File: src/rtl/regfile_pkg.sv
// regfile_pkg: shared parameter defaults and FSM state type for regfile_mp
package regfile_pkg;
  localparam int DEF_DATA_WIDTH = 32;
  localparam int DEF_NR_REGS    = 32;
  localparam int DEF_NR_READ    = 2;
  localparam int DEF_NR_WRITE   = 2;
  typedef enum logic {INIT, RUN} rf_state_t;
endpackage

File: src/rtl/rf_scoreboard.sv
// rf_scoreboard: busy-bit vector with sweep clear, write clear and issue set
//   i_run/i_sweep: FSM phase; i_sweep_idx: register cleared this cycle
//   i_we/i_waddr: write ports (clear busy); i_issue_*: reservation request
//   o_issue_ready: reservation accepted; o_busy: registered busy vector
module rf_scoreboard
  import regfile_pkg::*;
#(
  parameter int NR_REGS  = DEF_NR_REGS,
  parameter int NR_WRITE = DEF_NR_WRITE,
  parameter int ADDR_W   = $clog2(NR_REGS)
) (
  input  logic                             clk,
  input  logic                             i_run,
  input  logic                             i_sweep,
  input  logic [ADDR_W-1:0]                i_sweep_idx,
  input  logic [NR_WRITE-1:0]              i_we,
  input  logic [NR_WRITE-1:0][ADDR_W-1:0]  i_waddr,
  input  logic                             i_issue_valid,
  input  logic [ADDR_W-1:0]                i_issue_rd,
  output logic                             o_issue_ready,
  output logic [NR_REGS-1:0]               o_busy
);
  logic [NR_REGS-1:0] r_busy;
  logic [NR_REGS-1:0] w_busy_nxt;
  assign o_issue_ready = i_run && (i_issue_rd == '0 || !r_busy[i_issue_rd]);
  assign o_busy = r_busy;
  // Issue is applied after write clears so a same-cycle issue leaves the bit set.
  always_comb begin
    w_busy_nxt = r_busy;
    if (i_sweep) w_busy_nxt[i_sweep_idx] = 1'b0;
    else if (i_run) begin
      for (int p = 0; p < NR_WRITE; p++)
        if (i_we[p]) w_busy_nxt[i_waddr[p]] = 1'b0;
      if (i_issue_valid && o_issue_ready && i_issue_rd != '0) w_busy_nxt[i_issue_rd] = 1'b1;
    end
  end
  always_ff @(posedge clk) r_busy <= w_busy_nxt;
endmodule

File: src/rtl/regfile_mp.sv
// regfile_mp: multi-port register file with write forwarding, busy scoreboard and clear sweep
//   clk/rstn_i: clock, synchronous active-low reset; flush_i: restart clear sweep
//   ready_o: RUN state; raddr_i/rdata_o/rbusy_o: combinational read ports
//   we_i/waddr_i/wdata_i: write ports (highest index wins)
//   issue_valid_i/issue_rd_i/issue_ready_o: destination reservation
module regfile_mp
  import regfile_pkg::*;
#(
  parameter int DATA_WIDTH = DEF_DATA_WIDTH,
  parameter int NR_REGS    = DEF_NR_REGS,
  parameter int NR_READ    = DEF_NR_READ,
  parameter int NR_WRITE   = DEF_NR_WRITE,
  localparam int ADDR_W    = $clog2(NR_REGS)
) (
  input  logic                                clk,
  input  logic                                rstn_i,
  input  logic                                flush_i,
  output logic                                ready_o,
  input  logic [NR_READ-1:0][ADDR_W-1:0]      raddr_i,
  output logic [NR_READ-1:0][DATA_WIDTH-1:0]  rdata_o,
  output logic [NR_READ-1:0]                  rbusy_o,
  input  logic [NR_WRITE-1:0]                 we_i,
  input  logic [NR_WRITE-1:0][ADDR_W-1:0]     waddr_i,
  input  logic [NR_WRITE-1:0][DATA_WIDTH-1:0] wdata_i,
  input  logic                                issue_valid_i,
  input  logic [ADDR_W-1:0]                   issue_rd_i,
  output logic                                issue_ready_o
);
  rf_state_t r_state, w_state_nxt;
  logic [ADDR_W-1:0] r_cnt, w_cnt_nxt;
  logic [NR_REGS-1:0][DATA_WIDTH-1:0] r_regs, w_regs_nxt;
  logic [NR_REGS-1:0] w_busy;
  logic w_run, w_sweep;
  // Outputs are gated by rstn_i so they read zero while reset is held.
  assign w_run = rstn_i && r_state == RUN;
  assign w_sweep = r_state == INIT;
  assign ready_o = w_run;
  always_comb begin
    w_state_nxt = r_state;
    w_cnt_nxt = r_cnt;
    if (r_state == INIT) begin
      w_cnt_nxt = flush_i ? '0 : r_cnt + 1'b1;
      if (!flush_i && r_cnt == ADDR_W'(NR_REGS - 1)) w_state_nxt = RUN;
    end else if (flush_i) begin
      w_state_nxt = INIT;
      w_cnt_nxt = '0;
    end
  end
  always_ff @(posedge clk) begin
    if (!rstn_i) begin
      r_state <= INIT;
      r_cnt <= '0;
    end else begin
      r_state <= w_state_nxt;
      r_cnt <= w_cnt_nxt;
    end
  end
  always_comb begin
    w_regs_nxt = r_regs;
    if (w_sweep) w_regs_nxt[r_cnt] = '0;
    else if (w_run)
      for (int p = 0; p < NR_WRITE; p++)
        if (we_i[p] && waddr_i[p] != '0) w_regs_nxt[waddr_i[p]] = wdata_i[p];
  end
  always_ff @(posedge clk) r_regs <= w_regs_nxt;
  always_comb begin
    for (int i = 0; i < NR_READ; i++) begin
      rdata_o[i] = r_regs[raddr_i[i]];
      for (int p = 0; p < NR_WRITE; p++)
        if (we_i[p] && waddr_i[p] == raddr_i[i]) rdata_o[i] = wdata_i[p];
      if (!w_run || raddr_i[i] == '0) rdata_o[i] = '0;
      rbusy_o[i] = w_run && w_busy[raddr_i[i]];
    end
  end
  rf_scoreboard #(
    .NR_REGS (NR_REGS),
    .NR_WRITE(NR_WRITE),
    .ADDR_W  (ADDR_W)
  ) u_scoreboard (
    .clk          (clk),
    .i_run        (w_run),
    .i_sweep      (w_sweep),
    .i_sweep_idx  (r_cnt),
    .i_we         (we_i),
    .i_waddr      (waddr_i),
    .i_issue_valid(issue_valid_i),
    .i_issue_rd   (issue_rd_i),
    .o_issue_ready(issue_ready_o),
    .o_busy       (w_busy)
  );
endmodule

File: config.mk
export PLATFORM = sky130hd
export DESIGN_NAME = regfile_mp
export DESIGN_NICKNAME = d
export VERILOG_FILES = /design/src/rtl/regfile_pkg.sv /design/src/rtl/rf_scoreboard.sv /design/src/rtl/regfile_mp.sv
export SDC_FILE = /design/constraint.sdc
export NUM_CORES = 2
export LEC_CHECK = 0
export BUFFER_PORTS_ARGS = -buffer_cell sky130_fd_sc_hd__buf_2
export CORE_ASPECT_RATIO = 1.25
export CORE_UTILIZATION = 35
export CTS_CLUSTER_SIZE = 30
export DETAILED_ROUTE_END_ITERATION = 7
export PLACE_DENSITY_LB_ADDON = 0.2
export SYNTH_ARGS = -nofsm -noshare
export SYNTH_HDL_FRONTEND = slang
export SYNTH_HIERARCHICAL = 1
export SYNTH_SLANG_ARGS = --single-unit
File: constraint.sdc
create_clock -name clk -period 31.9 [get_ports clk]
set_input_delay 0 -clock clk [delete_from_list [all_inputs] [get_ports clk]]
set_output_delay 0 -clock clk [all_outputs]
set_load 0.005 [all_outputs]
==> impl_metrics.json <==
{
  "status": "completed",
  "stdcell_area_um2": 90600,
  "worstPathRequired_ns": 32.33,
  "crit_top_cell": "buf_4",
  "gp_congestion": 0.911,
  "gr-total-overflow": 0,
  "slew_violations": 0,
  "clk_latency_ns": 0.83,
  "die_width_um": 439,
  "die_height_um": 549,
  "port_buffers": 162,
  "synth_fp_nets": 7968,
  "cp-start-kind": "flop",
  "power_leakage_nw": 35.1,
  "ys.flop_type": "edfxtp_1",
  "fp-row-count": 200,
  "p_int_w": 0.00278,
  "syn_area_um2": 83700,
  "synth_edf_count": 1056,
  "final.setup_skew_ns": 0.0330,
  "drt_first_iter_violations": 11000,
  "ys_seq_area_share_pct": 38.0,
  "areaGrowthSynthToFinish_pct": 8.23,
  "vias": 72600,
  "clkPwrFrac_pct": 39.8,
  "cp-end-kind": "flop",
  "layout_min_cycle_time_ns": 7.10,
  "cpPeakStageDelay_ns": 0.89,
  "pin_count": 163,
  "path_class": "reg -> reg",
  "p_per_area_nw_per_um2": 43.0,
  "syn_inst": 7868,
  "start_util_pct": 35.2,
  "clk_path_buf_depth": 4,
  "grt_max_degree": 188,
  "postSynth.asyncResetShare_pct": 0,
  "finalCritPeriodShare_pct": 22.3,
  "wirelength_um": 381000,
  "antenna_found_initial": 21,
  "core_um2": 238000,
  "hold_viol_final": 0,
  "ant_nets": 0,
  "comb_power_share_pct": 15.7,
  "clkSinkCount": 1062,
  "nets": 7400,
  "place_hpwl_um": 207000,
  "placed_area_um2": 86400,
  "yosysWarnings": 6,
  "post_cts.repair.setup_buffers": 0,
  "worstPathMaxFanout": 65,
  "worst_slew_pin_slew_ns": 1.29,
  "finalPower_w": 0.00389,
  "wl_per_cell_um": 36.2,
  "final_cell_mix": "mux2i_1, edfxtp_1, a22o_1",
  "synth.distinct_cells": 72,
  "critical_path_arrival_ns": 7.53,
  "power_switching_share_pct": 28.6,
  "cts_tree": "done",
  "irDropWorstVdd_mv": 0.0412,
  "htree_levels": 4,
  "cts_buffers": 140,
  "cpMaxStageDelayCell": "nand2b_4",
  "synth_seq_cells": 1062,
  "grt_pass1_wl_um": 531000,
  "fmax_mhz": 141,
  "crit_path_cell_trace": "nand2b_4 -> buf_4 -> buf_4 -> buf_4 -> buf_4 -> buf_4 -> buf_4",
  "dr.pass1.iters": 8,
  "layout_commonest_cell": "mux2i_1",
  "grt_pass1_vias": 67500,
  "maxCapViolCount": 0,
  "grt_use_total_pct": 30.3,
  "fp.dieArea_um2": 241000,
  "min_path_type": "in -> reg",
  "layout-drive-gt1-share_pct": 14.8,
  "rsz0062_at_grt": "false",
  "synth_area_per_cell_um2": 10.6,
  "finalSetupViolCount": 0,
  "cts-root-buf": "clkbuf_16",
  "vias_per_cell": 6.90,
  "drc_errors": 0,
  "fin_tns_setup_ns": 0,
  "timing.slew.headroom_pct": 14.0,
  "switching_power_w": 0.00111,
  "path_clk_slew_ns": 0.06,
  "seq_power_share_pct": 44.5
}
critical path, delay by kind of cell (launching register included):
family	cells	cell delay (ns)
buffers and inverters	6	5.03
AND/OR/NAND/NOR	1	0.89
flip-flops	1	0.53
cell type report:
class	count	area, um^2
diodes	13	32.5
repair buffers	345	2320
inverters	14	53.8
clock buffers	186	3790
flip-flops and latches	1062	31800
multi-input cells	5737	48400
well taps	3131	3920
fillers	22800	147000
clock inverters	37	318
sequential cells by signal (all words and copies together) (netlist names):
| register | flops |
|---|---|
| r_regs | 1024 |
| u_scoreboard/o_busy | 32 |
| r_cnt | 5 |
| r_state | 1 |
worst paths after layout:
kind / from / to / slack [ns] / depth (start not counted)
max: r_state$_SDFF_PN0_ / r_regs[937]$_DFFE_PP_ / 24.80 / 7
min: wdata_i[36] / r_regs[36]$_DFFE_PP_ / 0.07 / 5
max reg2reg: r_state$_SDFF_PN0_ / r_regs[937]$_DFFE_PP_ / 24.80 / 7
min reg2reg: r_regs[1]$_DFFE_PP_ / r_regs[1]$_DFFE_PP_ / 0.60 / 1
synthesized netlist by cell type, types with 5 or more instances:
cell type | number | area share, %
o21ai_0 | 559 | 3.3
o21ai_1 | 32 | 0.19
clkbuf_2 | 28 | 0.17
nand3b_1 | 16 | 0.14
xor2_1 | 14 | 0.15
and3b_1 | 8 | 0.084
nand2_1 | 531 | 2.4
nor3b_1 | 12 | 0.11
o41ai_2 | 10 | 0.19
and2_1 | 9 | 0.067
nand2b_1 | 12 | 0.090
mux2i_1 | 1249 | 15
o2111ai_1 | 31 | 0.32
ha_1 | 5 | 0.075
or2_2 | 6 | 0.045
o221ai_1 | 98 | 1.0
a31oi_1 | 16 | 0.12
inv_1 | 13 | 0.058
a22o_1 | 993 | 10
nor2b_1 | 48 | 0.36
nand3_1 | 109 | 0.65
clkbuf_1 | 706 | 3.2
buf_2 | 222 | 1.3
and3_1 | 9 | 0.067
a22oi_1 | 125 | 1.1
a21oi_1 | 572 | 3.4
xnor2_1 | 9 | 0.094
o22ai_1 | 45 | 0.34
nor2_1 | 557 | 2.5
a221o_1 | 32 | 0.38
a32oi_1 | 32 | 0.33
a21boi_0 | 31 | 0.28
buf_4 | 30 | 0.27
edfxtp_1 | 1056 | 38
or3_1 | 6 | 0.045
or4b_1 | 32 | 0.38
dfxtp_1 | 6 | 0.14
nor3_1 | 9 | 0.054
mux4_2 | 457 | 12
buf_1 | 65 | 0.29
cell families (layout without fill, tap and decap cells):
group           Yosys count  after routing  share of synthesized area (%)
fa+ha+maj                 5              5                         0.0747
buf+inv                1069            582                           5.34
xor+xnor                 23             23                          0.241
compound gates         2595           2595                           21.7
other cells               0             13                              0
simple gates           1406           1406                           7.43
flops                  1062           1062                           38.0
mux                    1708           1708                           27.3
metrics by stage:
step	std cells	setup slack, ns	utilization [%]	hold slack (ns)
after floorplan	7868	5.97	-	0.208
after global placement	10300	24.91	36.3	0.571
after detailed placement	10300	24.87	36.3	0.583
after CTS	10500	24.83	38.1	0.0453
after global routing	10500	24.57	38.1	0.114
final	10500	24.80	38.1	0.0723
power by group through the flow:
| stage | clock network, W | logic, W | registers [W] |
|---|---|---|---|
| final | 0.00155 | 0.000611 | 0.00173 |
| after floorplan | 0 | 0.000431 | 0.00172 |
| after CTS | 0.00156 | 0.000595 | 0.00173 |
| after global routing | 0.00160 | 0.000639 | 0.00175 |
| after detailed placement | 0 | 0.000592 | 0.00176 |
| after global placement | 0 | 0.000580 | 0.00175 |
what timing repair did:
action | in CTS | in global routing
hold buffers | 10 | 0
gates resized for setup | 0 | 0
hold endpoints to repair | 37 | 0
metal layers:
layer	vias to the layer above	global-route usage (%)	part of all wire [%]
li1	29900	-	-
met1	36400	38.9	38
met2	5157	47.3	45
met3	1124	6.29	11
met4	14	17.4	6.5
met5	-	0	0.030
Note: power is estimated with default switching activity, not from simulation.
